[config.mk]
export PLATFORM = sky130hd
export DESIGN_NAME = trainled2_chain_ctrl_flat
export DESIGN_NICKNAME = d
export VERILOG_FILES = /design/src/rtl/trainled2_pkg.sv /design/src/rtl/trainled2_chain_ctrl_if.sv /design/src/rtl/trainled2_bit_enc.sv /design/src/rtl/trainled2_chain_ctrl.sv /design/src/flat_wrapper.sv
export SDC_FILE = /design/constraint.sdc
export NUM_CORES = 1
export LEC_CHECK = 0
export CAP_MARGIN = 5
export CORE_MARGIN = 5
export CORE_UTILIZATION = 52
export CTS_CLUSTER_DIAMETER = 60
export DETAILED_ROUTE_END_ITERATION = 8
export PLACE_DENSITY = 0.84
export SYNTH_ARGS = -nofsm -noshare
export SYNTH_HDL_FRONTEND = slang
export SYNTH_SLANG_ARGS = --single-unit
[constraint.sdc]
create_clock -name clk -period 2.2 [get_ports clk]
set_clock_uncertainty 0.05 [all_clocks]
set_input_delay 0.55 -clock clk [delete_from_list [all_inputs] [get_ports clk]]
set_output_delay 0.55 -clock clk [all_outputs]
set_load 0.03 [all_outputs]
[src/rtl/trainled2_pkg.sv]
// trainled2_pkg: shared types, pixel layout and default timing for the TrainLED2 chain sequencer.
package trainled2_pkg;
    typedef enum logic [1:0] {IDLE = 2'd0, FETCH = 2'd1, SEND = 2'd2, GAP = 2'd3} state_e;
    localparam int PIX_W = 24;
    localparam int LED1_MSB = 23;
    localparam int LED1_LSB = 16;
    localparam int LED2_MSB = 15;
    localparam int LED2_LSB = 8;
    localparam int LED3_MSB = 7;
    localparam int LED3_LSB = 0;
    localparam int DEF_NUM_NODES = 8;
    localparam int DEF_T_BIT = 12;
    localparam int DEF_T_HI0 = 3;
    localparam int DEF_T_HI1 = 8;
    localparam int DEF_T_LATCH = 64;
    typedef logic [PIX_W-1:0] pixel_t;
endpackage

[src/rtl/trainled2_chain_ctrl_if.sv]
// trainled2_chain_ctrl_if: valid/ready pixel stream from the host into the chain sequencer.
interface trainled2_chain_ctrl_if;
    import trainled2_pkg::*;
    pixel_t pix_data;
    logic   pix_valid;
    logic   pix_ready;
    modport master (output pix_data, output pix_valid, input pix_ready);
    modport slave (input pix_data, input pix_valid, output pix_ready);
endinterface

[src/rtl/trainled2_bit_enc.sv]
// trainled2_bit_enc: pulse-width encoder for one bit cell; owns the cell counter.
module trainled2_bit_enc #(
    parameter int T_BIT = 12,
    parameter int T_HI0 = 3,
    parameter int T_HI1 = 8
) (
    input  logic clk,
    input  logic rst,
    input  logic bit_val,
    input  logic go,
    output logic dout,
    output logic cell_done
);
    localparam int CW = (T_BIT > 1) ? $clog2(T_BIT) : 1;
    logic [CW-1:0] cnt_q, cnt_d;
    logic last;
    assign last = cnt_q == CW'(T_BIT - 1);
    assign cell_done = go & last;
    assign dout = go & (cnt_q < CW'(bit_val ? T_HI1 : T_HI0));
    always_comb cnt_d = go ? (last ? '0 : cnt_q + 1'b1) : '0;
    always_ff @(posedge clk) begin
        if (rst) cnt_q <= '0;
        else     cnt_q <= cnt_d;
    end
endmodule

[src/rtl/trainled2_chain_ctrl.sv]
// trainled2_chain_ctrl: frame sequencer driving pulse-width-coded pixels into a TrainLED2 chain.
// One pixel can be prefetched while the previous one shifts; a frame ends with a low latch gap.
module trainled2_chain_ctrl
    import trainled2_pkg::*;
#(
    parameter int NUM_NODES = DEF_NUM_NODES,
    parameter int T_BIT = DEF_T_BIT,
    parameter int T_HI0 = DEF_T_HI0,
    parameter int T_HI1 = DEF_T_HI1,
    parameter int T_LATCH = DEF_T_LATCH
) (
    input  logic clk,
    input  logic rst,
    input  logic start,
    trainled2_chain_ctrl_if.slave pix,
    output logic dout,
    output logic busy,
    output logic frame_done,
    output logic underrun
);
    localparam logic [1:0] S_IDLE = 2'(IDLE);
    localparam logic [1:0] S_FETCH = 2'(FETCH);
    localparam logic [1:0] S_SEND = 2'(SEND);
    localparam logic [1:0] S_GAP = 2'(GAP);
    localparam int GW = $clog2(T_LATCH + 1);

    logic [1:0] state_q, state_d;
    pixel_t hold_q, hold_d, shift_q, shift_d;
    logic full_q, full_d, done_q, done_d, uflow_q, uflow_d;
    logic [7:0] node_q, node_d, acc_q, acc_d;
    logic [4:0] bit_q, bit_d;
    logic [GW-1:0] gap_q, gap_d;
    logic xfer, avail, cell_done, last_bit, gap_end;

    assign busy = state_q != S_IDLE;
    assign pix.pix_ready = busy & ~full_q & (acc_q < 8'(NUM_NODES));
    assign xfer = pix.pix_valid & pix.pix_ready;
    // A pixel arriving during FETCH flows straight into the shifter, so it counts as available.
    assign avail = full_q | xfer;
    assign underrun = (state_q == S_FETCH) & ~avail & (node_q != '0);
    assign last_bit = cell_done & (bit_q == 5'(PIX_W - 1));
    assign gap_end = (state_q == S_GAP) & (gap_q == GW'(T_LATCH - 1));
    assign frame_done = done_q;

    trainled2_bit_enc #(.T_BIT(T_BIT), .T_HI0(T_HI0), .T_HI1(T_HI1)) u_enc (
        .clk(clk),
        .rst(rst),
        .bit_val(shift_q[PIX_W-1]),
        .go(state_q == S_SEND),
        .dout(dout),
        .cell_done(cell_done)
    );

    always_comb begin
        state_d = state_q;
        hold_d = hold_q;
        shift_d = shift_q;
        full_d = full_q;
        node_d = node_q;
        acc_d = acc_q + 8'(xfer);
        bit_d = bit_q;
        gap_d = gap_q;
        uflow_d = uflow_q;
        done_d = 1'b0;
        if (xfer && state_q != S_FETCH) begin
            hold_d = pix.pix_data;
            full_d = 1'b1;
        end
        case (state_q)
            S_IDLE: state_d = start ? S_FETCH : S_IDLE;
            S_FETCH: begin
                if (avail) begin
                    shift_d = full_q ? hold_q : pix.pix_data;
                    full_d = 1'b0;
                    bit_d = '0;
                    state_d = S_SEND;
                end else if (node_q != '0) begin
                    uflow_d = 1'b1;
                    state_d = S_GAP;
                end
            end
            S_SEND: begin
                if (cell_done) begin
                    shift_d = shift_q << 1;
                    bit_d = bit_q + 5'd1;
                end
                if (last_bit) begin
                    node_d = node_q + 8'd1;
                    state_d = (node_d == 8'(NUM_NODES)) ? S_GAP : S_FETCH;
                end
            end
            default: begin
                gap_d = gap_q + 1'b1;
                if (gap_end) begin
                    state_d = S_IDLE;
                    done_d = ~uflow_q;
                    node_d = '0;
                    acc_d = '0;
                    bit_d = '0;
                    gap_d = '0;
                    full_d = 1'b0;
                    uflow_d = 1'b0;
                end
            end
        endcase
    end

    always_ff @(posedge clk) begin
        if (rst) begin
            state_q <= S_IDLE;
            hold_q <= '0;
            shift_q <= '0;
            full_q <= 1'b0;
            node_q <= '0;
            acc_q <= '0;
            bit_q <= '0;
            gap_q <= '0;
            uflow_q <= 1'b0;
            done_q <= 1'b0;
        end else begin
            state_q <= state_d;
            hold_q <= hold_d;
            shift_q <= shift_d;
            full_q <= full_d;
            node_q <= node_d;
            acc_q <= acc_d;
            bit_q <= bit_d;
            gap_q <= gap_d;
            uflow_q <= uflow_d;
            done_q <= done_d;
        end
    end
endmodule

[src/flat_wrapper.sv]
// flat-port wrapper written by rule: the top's interface ports become plain ports
module trainled2_chain_ctrl_flat import trainled2_pkg::*;
#(
    parameter int NUM_NODES = DEF_NUM_NODES,
    parameter int T_BIT = DEF_T_BIT,
    parameter int T_HI0 = DEF_T_HI0,
    parameter int T_HI1 = DEF_T_HI1,
    parameter int T_LATCH = DEF_T_LATCH
)
  (clk, rst, start, dout, busy, frame_done, underrun, pix_pix_data, pix_pix_valid, pix_pix_ready);
  trainled2_chain_ctrl_if pix_i ();
  input  logic clk;
  input  logic rst;
  input  logic start;
  output logic dout;
  output logic busy;
  output logic frame_done;
  output logic underrun;
  input wire logic [$bits(pix_i.pix_data)-1:0] pix_pix_data;
  input wire logic [$bits(pix_i.pix_valid)-1:0] pix_pix_valid;
  output wire logic [$bits(pix_i.pix_ready)-1:0] pix_pix_ready;
  assign pix_i.pix_data = pix_pix_data;
  assign pix_i.pix_valid = pix_pix_valid;
  assign pix_pix_ready = pix_i.pix_ready;
  trainled2_chain_ctrl #(.NUM_NODES(NUM_NODES), .T_BIT(T_BIT), .T_HI0(T_HI0), .T_HI1(T_HI1), .T_LATCH(T_LATCH)) u_core (.clk(clk), .rst(rst), .start(start), .pix(pix_i), .dout(dout), .busy(busy), .frame_done(frame_done), .underrun(underrun));
endmodule
==> run metrics, run 1 <==
max_cap viols 0; cell area after placement 0.00475 mm²; PwrDens 1050 mW/mm²; cell-internal power between 3 and 4 mW; port bufs 32; worst vdd ir 671 µV; Mean Syn Cell Area 7.91 µm²; initial antenna violation count 0; Net Count, Synth about 570; core area 0.00781 mm²; Area Overhead vs Synth 23.4%; Clk pwr share 0.199; CTS clk-pin slew, worst paths roughly 90 ps; final worst slack -404 ps; final wirelength 10.9 mm; crit end category output port; CTS Buffer Depth 2; post-DP HPWL 6.38 mm; TritonCTS Sinks 85; reg-to-reg critical path startpoint u_core.state_q[0]$_SDFFE_PP0P_; Hold Path Origin u_core.uflow_q$_SDFFE_PP0P_; Skew-Pair Late Insertion Delay 370 ps; worst rel slew slack 0.644; Critical Path RT 1600 ps; Placed Cells incl. Taps 657; Finished Layout Cells 680; vias in the first global route ~3800; Nets roughly 600; ant diodes 0; CTS tree built; DR WL/cell approximately 16 µm; final setup fails 1; drt pass-1 iters 7; fmax approximately 380 MHz; cell count after synthesis 530; CP cell instances inv_2 > ha_4 > or4b_4 > nor4_4 > buf_4 > nor2_2 > buf_6; GRT Max-Usage Layer met2; P_leak 1.82 nW; first-pass GRT wire length 17.3 mm; crit-path max FO 3; Synth Warn # 0; Largest delay share family, worst path simple AND/OR/NAND/NOR gates; Bufs and invs on worst path 3; CP Class flip-flop to output port; failing checks negative setup slack; Sequential Power Share 0.347; H-tree depth 3; RSZ-0062 raised after global routing true; Switching Fraction 0.392; Min Hold Slack about 400 ps; Root Driver clkbuf_8; HP Class flip-flop to flip-flop; fin. max-slew vios 0; Syn Std Cell Area 0.00419 mm²; fin crit share 1.18; R2R depth 8; share of the yosys chip area belonging to registers 0.406; gp weighted congestion 0.830; vias 3994; hold path cells 1; vias per std cell 5.87; initial DRC count between 300 and 400; dominant cells by area after synthesis dfxtp_1, nand2_1, a21oi_1; top cell type's share of synthesized area 0.406; CP max stage delay 470 ps; grt total ovfl 0; met3 Use GR 0.0452; total power 5.42 mW; Worst Path Arrival 2000 ps; layout cells sized above 1 0.142; slowest CP cell or4b_4; largest net degree at the start of global routing 61; Worst-Margin Slew 533 ps; drc violations 0; number of synthesized register bits 85; DIE HEIGHT 99.8 µm; hold endpoint u_core.frame_done$_SDFF_PP0_; NetSw 2.12 mW; count of cell types in the netlist 45; antenna-violating nets left 0; Setup crit start kind flip-flop; total global-route track usage 0.211; Die ar. about 0.01 mm²; minimum clock period 2600 ps; Row Count 32; reg2reg setup slack 50 ps; worst r2r dst u_core.state_q[0]$_SDFFE_PP0P_; die extent in x around 100 µm; Final Hold Viols 0; initial core utilization 0.537; # IOs 33; design area 0.00517 mm²; status complete, but fails checks; total CTS buffers 9; M2 GR Usage 0.365; area leader, netlist dfxtp_1; GRT met1 Usage 0.250; Comb power frac 0.454
-- metrics by stage --
stage	util	setup slack [ps]	setup TNS (ps)
after floorplan	-	63.4	0
after global placement	0.608	-56.9	-91.7
after detailed placement	0.608	-111	-378
after CTS	0.645	-350	-374
after global routing	0.663	-485	-556
final	0.663	-404	-404
-- final cells by class --
type,count,area (µm²)
Clock buffer,10,138
Clock inverter,6,53.8
Fill cell,600,2630
Inverter,14,55.1
Multi-Input combinational cell,400,2440
Sequential cell,85,1710
Tap cell,102,128
Timing Repair Buffer,63,649
-- worst max-delay path by stage --
stage | startpoint | to | cells after the start
finish | u_core.node_q[1]$_SDFFE_PP0P_ | underrun | 7
global route | u_core.node_q[1]$_SDFFE_PP0P_ | underrun | 7
global placement | pix_pix_valid | underrun | 4
floorplan | u_core.state_q[0]$_SDFFE_PP0P_ | dout | 7
CTS | u_core.node_q[0]$_SDFFE_PP0P_ | underrun | 7
detailed placement | pix_pix_valid | u_core.acc_q[6]$_SDFF_PP0_ | 9
-- repair_timing --
item	4_1_cts	5_1_grt
gates cloned	2	0
hold buffers	0	0
gates resized for setup	9	26
setup buffers	1	4
endpoints found under the setup margin	6	43
pin swaps	0	7
-- state kept, by name, summed over array words and instances (netlist names) --
register / count
u_core.full_q: 1
u_core.state_q: 2
u_core.u_enc.cnt_q: 4
u_core.frame_done: 1
u_core.shift_q: 24
u_core.node_q: 8
u_core.uflow_q: 1
u_core.hold_q: 24
u_core.acc_q: 8
u_core.bit_q: 5
u_core.gap_q: 7
-- layout by cell type (no fill, tap or decap), types with 7 or more instances in the layout --
cell type | netlist | layout
a21oi_1 | 60 | 59
ha_1 | 15 | 10
nand4_1 | 7 | 7
nor2_1 | 37 | 35
o21ai_0 | 53 | 52
buf_4 | 0 | 26
inv_1 | 14 | 9
nand3_1 | 16 | 15
nand2_1 | 111 | 110
xor2_1 | 10 | 10
nor3_1 | 7 | 7
clkbuf_8 | 0 | 10
dfxtp_1 | 85 | 81
clkdlybuf4s50_1 | 0 | 27
mux2i_1 | 29 | 29
-- power by group through the flow --
| stage | Clock, mW | Sequential (mW) | Combinational (mW) |
|---|---|---|---|
| 2_1_floorplan | 0 | 1.85 | 1.36 |
| 3_3_place_gp | 0 | 1.87 | 1.95 |
| 3_5_place_dp | 0 | 1.89 | 2.02 |
| 4_1_cts | 1.09 | 1.87 | 2.26 |
| 5_1_grt | 1.17 | 1.89 | 2.65 |
| 6_report | 1.08 | 1.88 | 2.46 |
-- Yosys cell counts (all sizes together) --
master	count
nand2	111
dfxtp	85
a21oi	60
o21ai	53
nor2	37
mux2i	29
clkbuf	20
nand3	16
ha	15
inv	14
buf	11
xor2	10
nand4	7
nor3	7
a311oi	6
nand2b	5
nor2b	5
xnor2	5
a31oi	3
and3	3
nor4	3
or4	3
and2	2
and3b	2
or3	2
or3b	2
a21boi	1
a21o	1
a222oi	1
a22o	1
a311o	1
a32o	1
and4	1
and4b	1
mux2	1
nand3b	1
nor3b	1
o2111ai	1
o31ai	1
or4b	1
-- logic make-up after synthesis --
group,synth area share
buffers and inverters,0.0427
XOR/XNOR,0.0313
flip-flops,0.406
AND/OR/NAND/NOR,0.229
adder cells (fa/ha/maj),0.0448
multiplexers,0.0719
AO/OA/AOI/OAI,0.174
-- worst register-to-register path, delay by kind of cell (launching register included) --
kind / cells / cell delay (ps)
flip-flops: 1 / 400
multiplexers: 1 / 200
AND/OR/NAND/NOR: 3 / 530
buffers and inverters: 2 / 330
adder cells (fa/ha/maj): 1 / 210
AO/OA/AOI/OAI: 1 / 310
-- layer usage --
metal	vias to the layer above	routed length, µm
met5	-	0
met3	31	654
met2	159	5690
li1	1915	-
met1	1889	4260
met4	0	295
Note: power is estimated with default switching activity, not from simulation.
==> inputs of run 2 (changes only) <==
--- a/config.mk
+++ b/config.mk
@@ -7,10 +7,12 @@
 export LEC_CHECK = 0
 export CAP_MARGIN = 5
 export CORE_MARGIN = 5
-export CORE_UTILIZATION = 52
+export CORE_UTILIZATION = 53
 export CTS_CLUSTER_DIAMETER = 60
 export DETAILED_ROUTE_END_ITERATION = 8
-export PLACE_DENSITY = 0.84
+export PLACE_DENSITY = 0.85
+export SETUP_SLACK_MARGIN = 0.4
 export SYNTH_ARGS = -nofsm -noshare
 export SYNTH_HDL_FRONTEND = slang
+export SYNTH_HIERARCHICAL = 1
 export SYNTH_SLANG_ARGS = --single-unit
==> run 2 against run 1 <==
  * The flow still finishes with violations (negative setup slack)
  * Synthesized cell count is 5.3% lower
  * Sequential share of layout area is 7.0 points lower
  * Power is 78% higher
  * Clock power hardly changed
  * Sequential cell count stayed put
  * Combinational power grew to 2.6 times the previous value
  * Sequential power is 11% higher
==> run metrics, run 2 <==
status complete, but fails checks (unchanged); H-tree depth 3 (unchanged); Largest delay share family, worst path compound AO/OA/AOI/OAI gates (was simple AND/OR/NAND/NOR gates); largest net degree at the start of global routing 45 (was 61); number of synthesized flops with an enable pin 0 (unchanged); drc violations 0 (unchanged); asr flop ratio synth 0 (unchanged); top cell type's share of synthesized area 0.392 (was 0.406); Syn Std Cell Area 0.00434 mm² (was 0.00419 mm²); Root Driver clkbuf_8 (unchanged); share of the yosys chip area belonging to registers 0.392 (was 0.406); Final Hold Viols 0 (unchanged); gp weighted congestion 0.802 (was 0.830); max_cap viols 0 (unchanged); first-pass GRT wire length 23.3 mm (was 17.3 mm); port bufs 32 (unchanged); DIE HEIGHT 101 µm (was 99.8 µm); vias 4572 (was 3994); ys flop type dfxtp_1 (unchanged); P_leak 2.55 nW (was 1.82 nW); CTS tree built (unchanged); leading cell types by count after synthesis dfxtp_1, nand2_1, nor2_1 (was nand2_1, dfxtp_1, a21oi_1); CTS clk-pin slew, worst paths 90 ps (about the same); initial core utilization 0.537 (about the same); core area 0.00809 mm² (was 0.00781 mm²); worst rel slew slack 0.564 (was 0.644); total global-route track usage 0.298 (was 0.211); ant diodes 0 (unchanged); most frequent cells in the layout dfxtp_1, nor2_1, nand2_1 (was nand2_1, dfxtp_1, a21oi_1); Synth Warn # 6 (was 0); R2R depth 12 (was 8); cell area after placement 0.00490 mm² (was 0.00475 mm²); layout cells sized above 1 0.428 (was 0.142); dominant cells by area after synthesis dfxtp_1, mux2i_1, nand2_1 (was dfxtp_1, nand2_1, a21oi_1); DR WL/cell 23.2 µm (was 16.0 µm); Finished Layout Cells 703 (was 680); count of cell types in the netlist 56 (was 45); total power 9.62 mW (was 5.42 mW); design area 0.00659 mm² (was 0.00517 mm²); vias per std cell 6.50 (was 5.87); number of synthesized register bits 85 (unchanged); most common cell in the netlist dfxtp_1 (was nand2_1); area leader, netlist dfxtp_1 (unchanged); RSZ-0062 raised after global routing true (unchanged); Row Count 33 (was 32); Bufs and invs on worst path 2 (was 3); total CTS buffers 9 (unchanged); TNS Setup -3170 ps (was -404 ps); drt pass-1 iters 7 (unchanged); Die ar. 0.0101 mm² (was 0.00996 mm²); hold endpoint u_core/u_enc/cnt_q[0]$_SDFF_PP0_ (was u_core.frame_done$_SDFF_PP0_); Nets 636 (was 616); initial DRC count 433 (was 339); final setup fails 61 (was 1); initial antenna violation count 0 (unchanged); Worst Path Arrival 1780 ps (was 2000 ps); cell count after synthesis 502 (was 530); Hold Path Origin u_core/u_enc/cnt_q[0]$_SDFF_PP0_ (was u_core.uflow_q$_SDFFE_PP0P_); crit-path max FO 4 (was 3); post-layout util 0.815 (was 0.663); fin crit share 1.08 (was 1.18); # IOs 33 (unchanged); Mean Syn Cell Area 8.65 µm² (was 7.91 µm²); HP Class flip-flop to flip-flop (unchanged); fmax 421 MHz (was 384 MHz); Setup crit start kind flip-flop (unchanged); Placed Cells incl. Taps 625 (was 657); Critical Path RT 1600 ps (about the same); Min Hold Slack 400 ps (was 393 ps); fin. max-slew vios 0 (unchanged); reg2reg setup slack -160 ps (was 50 ps); grt total ovfl 0 (unchanged); antenna-violating nets left 0 (unchanged); Worst-Margin Slew 654 ps (was 533 ps); post-DP HPWL 6.19 mm (was 6.38 mm); crit end category output port (unchanged); most common cell after layout, fill and taps aside dfxtp_1 (was nand2_1); Placement Setup Slack -149 ps (was -111 ps); minimum clock period 2380 ps (was 2600 ps); worst r2r dst u_core/hold_q[23]$_SDFFE_PP0P_ (was u_core.state_q[0]$_SDFFE_PP0P_); PwrDens 1460 mW/mm² (was 1050 mW/mm²); worst vdd ir 951 µV (was 671 µV); Net Count, Synth 544 (was 573); CP cell instances inv_4 > ha_4 > nor4_4 > a311o_2 > a21oi_4 > buf_6 (was inv_2 > ha_4 > or4b_4 > nor4_4 > buf_4 > nor2_2 > buf_6); hold path cells 1 (unchanged); final wirelength 16.3 mm (was 10.9 mm); TritonCTS Sinks 85 (unchanged); CTS Buffer Depth 2 (unchanged); slowest CP cell dfxtp_4 (was or4b_4); CP Class flip-flop to output port (unchanged); vias in the first global route 4502 (was 3826); final worst slack -176 ps (was -404 ps); CP max stage delay 390 ps (was 470 ps); failing checks negative setup slack (unchanged); Area Overhead vs Synth 51.8% (was 23.4%); Top Registers u_core/hold_q x24, u_core/shift_q x24 (was u_core.hold_q x24, u_core.shift_q x24); die extent in x 101 µm (was 99.8 µm); reg-to-reg critical path startpoint u_core/state_q[0]$_SDFFE_PP0P_ (was u_core.state_q[0]$_SDFFE_PP0P_); Skew-Pair Late Insertion Delay 390 ps (was 370 ps)
run 2: how the worst max path moves through the flow:
stage	start	endpoint	slack [ps]	cells after the start
3_3_place_gp	pix_pix_valid	underrun	-120	4
5_1_grt	u_core/state_q[0]$_SDFFE_PP0P_	u_core/hold_q[23]$_SDFFE_PP0P_	-260	12
6_report	u_core/state_q[0]$_SDFFE_PP0P_	underrun	-180	6
3_5_place_dp	pix_pix_valid	underrun	-150	4
2_1_floorplan	u_core/state_q[0]$_SDFFE_PP0P_	u_core/acc_q[7]$_SDFF_PP0_	110	12
4_1_cts	u_core/state_q[1]$_SDFFE_PP0P_	underrun	-60	6
run 2: power by group:
part | total (mW) | internal (mW) | switching, mW
registers | 2.09 | 1.82 | 0.273
clock network | 1.10 | 0.495 | 0.607
logic | 6.43 | 3.27 | 3.16
total | 9.62 | 5.58 | 4.04
run 2: kinds of logic (layout without fill, tap and decap cells):
group           Yosys count  count (layout)  synth area share
xor+xnor                 15              15            0.0302
simple gates            204             205             0.224
mux                      49              49             0.113
flops                    85              85             0.392
fa+ha+maj                14              14            0.0403
buf+inv                  47             142            0.0507
compound gates           88              88             0.149
run 2: layer usage:
| metal | part of all wire | track usage |
|---|---|---|
| met2 | 0.48 | 0.513 |
| met4 | 0.078 | 0.209 |
| met1 | 0.35 | 0.328 |
| met3 | 0.084 | 0.0567 |
| met5 | 0 | 0 |
run 2: area by class of cell:
class	count	area [µm²]
flip-flops and latches	85	1720
clock inverters	3	20.0
multi-input cells	371	3140
well taps	105	131
fillers	429	1500
inverters	16	67.6
clock buffers	12	165
repair buffers	111	1350
run 2: what timing repair did:
item                                   in CTS  in global routing
buffers inserted                           39                 12
hold buffers                                0                  0
resized for setup                         141                 54
pin swaps                                  43                 43
cloned                                     11                  1
endpoints found under the hold margin       0                  0
setup endpoints to repair                  82                 85
run 2: worst register-to-register path: cells and delay by family, from the launching register on:
family / cells / cell delay, ps
buffers and inverters: 6 / 820
AND/OR/NAND/NOR: 4 / 500
flip-flops: 1 / 420
multiplexers: 1 / 230
adder cells (fa/ha/maj): 1 / 180
==> inputs of run 3 (changes only) <==
--- a/config.mk
+++ b/config.mk
@@ -7,10 +7,11 @@
 export LEC_CHECK = 0
 export CAP_MARGIN = 5
 export CORE_MARGIN = 5
-export CORE_UTILIZATION = 53
+export CORE_UTILIZATION = 35
 export CTS_CLUSTER_DIAMETER = 60
 export DETAILED_ROUTE_END_ITERATION = 8
-export PLACE_DENSITY = 0.85
+export HOLD_SLACK_MARGIN = 0.12
+export PLACE_DENSITY = 0.63
 export SETUP_SLACK_MARGIN = 0.4
 export SYNTH_ARGS = -nofsm -noshare
 export SYNTH_HDL_FRONTEND = slang
==> run 3 against run 2 <==
  * Die area grew 46%
  * Hold slack worse by 4.2 ps
  * Combinational power down 20%
  * Global-route usage down 15 points
  * Design area fell by 4.0%
  * Core utilization fell by 29 points
  * Critical endpoint unchanged
  * Critical path depth unchanged
  * Power is 11% lower
  * The run still ends with negative setup slack left
==> run metrics, run 3 (synthesized netlist as in run 2, its figures left out) <==
PwrDens 1350 mW/mm² (was 1460 mW/mm²); crit end category output port (unchanged); DIE HEIGHT 121 µm (was 101 µm); # IOs 33 (unchanged); slowest CP cell dfxtp_4 (unchanged); Bufs and invs on worst path 2 (unchanged); Worst Path Arrival 1650 ps (was 1780 ps); FILL cells 1120 (was 429); Placed Cells incl. Taps 691 (was 625); die extent in x 121 µm (was 101 µm); RSZ-0062 raised after global routing true (unchanged); CTS Buffer Depth 2 (unchanged); HP Class flip-flop to flip-flop (unchanged); failing checks negative setup slack (unchanged); fin. max-slew vios 0 (unchanged); first-pass GRT wire length 18.0 mm (was 23.3 mm); core area 0.0121 mm² (was 0.00809 mm²); Setup crit start kind flip-flop (unchanged); fin crit share 1.02 (was 1.08); post-DP HPWL 6.32 mm (was 6.19 mm); drc violations 0 (unchanged); worst rel slew slack 0.701 (was 0.564); drt pass-1 iters 5 (was 7); layout cells sized above 1 0.348 (was 0.428); Largest delay share family, worst path flip-flops (was compound AO/OA/AOI/OAI gates); most common cell after layout, fill and taps aside dfxtp_1 (unchanged); design area 0.00633 mm² (was 0.00659 mm²); H-tree depth 3 (unchanged); port bufs 32 (unchanged); vias 3790 (was 4572); initial DRC count 180 (was 433); Area Overhead vs Synth 45.8% (was 51.8%); gp weighted congestion 0.797 (was 0.802); cell area after placement 0.00503 mm² (was 0.00490 mm²); vias per std cell 5.02 (was 6.50); Final Hold Viols 0 (unchanged); antenna-violating nets left 0 (unchanged); worst vdd ir 720 µV (was 951 µV); minimum clock period 2250 ps (was 2380 ps); largest net degree at the start of global routing 56 (was 45); initial core utilization 0.359 (was 0.537); status complete, but fails checks (unchanged); Placement Setup Slack -222 ps (was -149 ps); TritonCTS Sinks 85 (unchanged); final setup fails 2 (was 61); CTS clk-pin slew, worst paths 60 ps (was 90 ps); Worst-Margin Slew 446 ps (was 654 ps); Skew-Pair Late Insertion Delay 330 ps (was 390 ps); DR WL/cell 14.8 µm (was 23.2 µm); initial antenna violation count 0 (unchanged); Finished Layout Cells 755 (was 703); vias in the first global route 3770 (was 4502); CTS tree built (unchanged); Row Count 40 (was 33); CP cell instances inv_4 > ha_4 > nor4_4 > a311o_2 > a21oi_4 > buf_12 (was inv_4 > ha_4 > nor4_4 > a311o_2 > a21oi_4 > buf_6); crit-path max FO 3 (was 4); total CTS buffers 9 (unchanged); P_leak 2.53 nW (was 2.55 nW); final wirelength 11.2 mm (was 16.3 mm); Critical Path RT 1600 ps (about the same); Die ar. 0.0147 mm² (was 0.0101 mm²); CP Class flip-flop to output port (unchanged); grt total ovfl 0 (unchanged); Nets 624 (was 636); ant diodes 0 (unchanged); total global-route track usage 0.150 (was 0.298); CP max stage delay 380 ps (was 390 ps); Root Driver clkbuf_16 (was clkbuf_8); fmax 443 MHz (was 421 MHz); final worst slack -54.9 ps (was -176 ps); max_cap viols 0 (unchanged); Top Registers u_core/hold_q x24, u_core/shift_q x24 (unchanged); most frequent cells in the layout dfxtp_1, nand2_1, nor2_1 (was dfxtp_1, nor2_1, nand2_1)
-- run 3: cell count changes in the layout (fill, tap and decap cells not counted), sizes merged --
cell	change
clkbuf	+4
buf	-14
nand2	-1
inv	+2
clkinvlp	-1
bufbuf	-1
-- run 3: report_power, final --
| group | switching, mW | internal [mW] | total [mW] |
|---|---|---|---|
| clock | 0.632 | 0.804 | 1.44 |
| combinational | 2.47 | 2.67 | 5.14 |
| sequential | 0.169 | 1.82 | 1.99 |
| total | 3.27 | 5.29 | 8.56 |
-- run 3: per-stage QoR --
step                hold slack [ps]   util  total power [mW]  TNS [ps]
global route                    414  0.523              9.03     -1110
global placement                365  0.416              4.82      -238
CTS                             397  0.491              7.77     -80.2
floorplan                       357      -              4.25         0
finish                          396  0.523              8.56     -96.9
detailed placement              384  0.416              4.88      -269
-- run 3: path summary, 6_finish.rpt --
| check | from | endpoint | slack, ps | depth (start not counted) |
|---|---|---|---|---|
| setup reg to reg | u_core/state_q[0]$_SDFFE_PP0P_ | u_core/node_q[2]$_SDFFE_PP0P_ | 0 | 10 |
| setup / recovery | u_core/state_q[0]$_SDFFE_PP0P_ | underrun | -50 | 6 |
| hold reg to reg | u_core/u_enc/cnt_q[0]$_SDFF_PP0_ | u_core/u_enc/cnt_q[0]$_SDFF_PP0_ | 400 | 1 |
| hold / removal | u_core/u_enc/cnt_q[0]$_SDFF_PP0_ | u_core/u_enc/cnt_q[0]$_SDFF_PP0_ | 400 | 1 |
-- run 3: layout make-up --
type | count | area (µm²) | area share
Multi-Input combinational cell | 370 | 2880 | 0.455
Sequential cell | 85 | 1720 | 0.271
Timing Repair Buffer | 100 | 1180 | 0.186
Clock buffer | 12 | 246 | 0.0389
Tap cell | 168 | 210 | 0.0332
Inverter | 16 | 67.6 | 0.0107
Clock inverter | 4 | 31.3 | 0.00494
-- run 3: routing by layer --
metal / GRT usage / share of wire / up-vias
li1: - / - / 1895
met1: 0.184 / 0.43 / 1825
met2: 0.261 / 0.53 / 59
met4: 0.0469 / 0.012 / 0
met5: 0 / 0 / -
met3: 0.0308 / 0.027 / 11
-- run 3: repair_timing --
action                     4_1_cts  5_1_grt
buffers inserted                25       13
gates cloned                     6        4
setup endpoints to repair       76       82
pin swaps                       21       15
hold buffers                     0        0
gates resized for setup         79       34
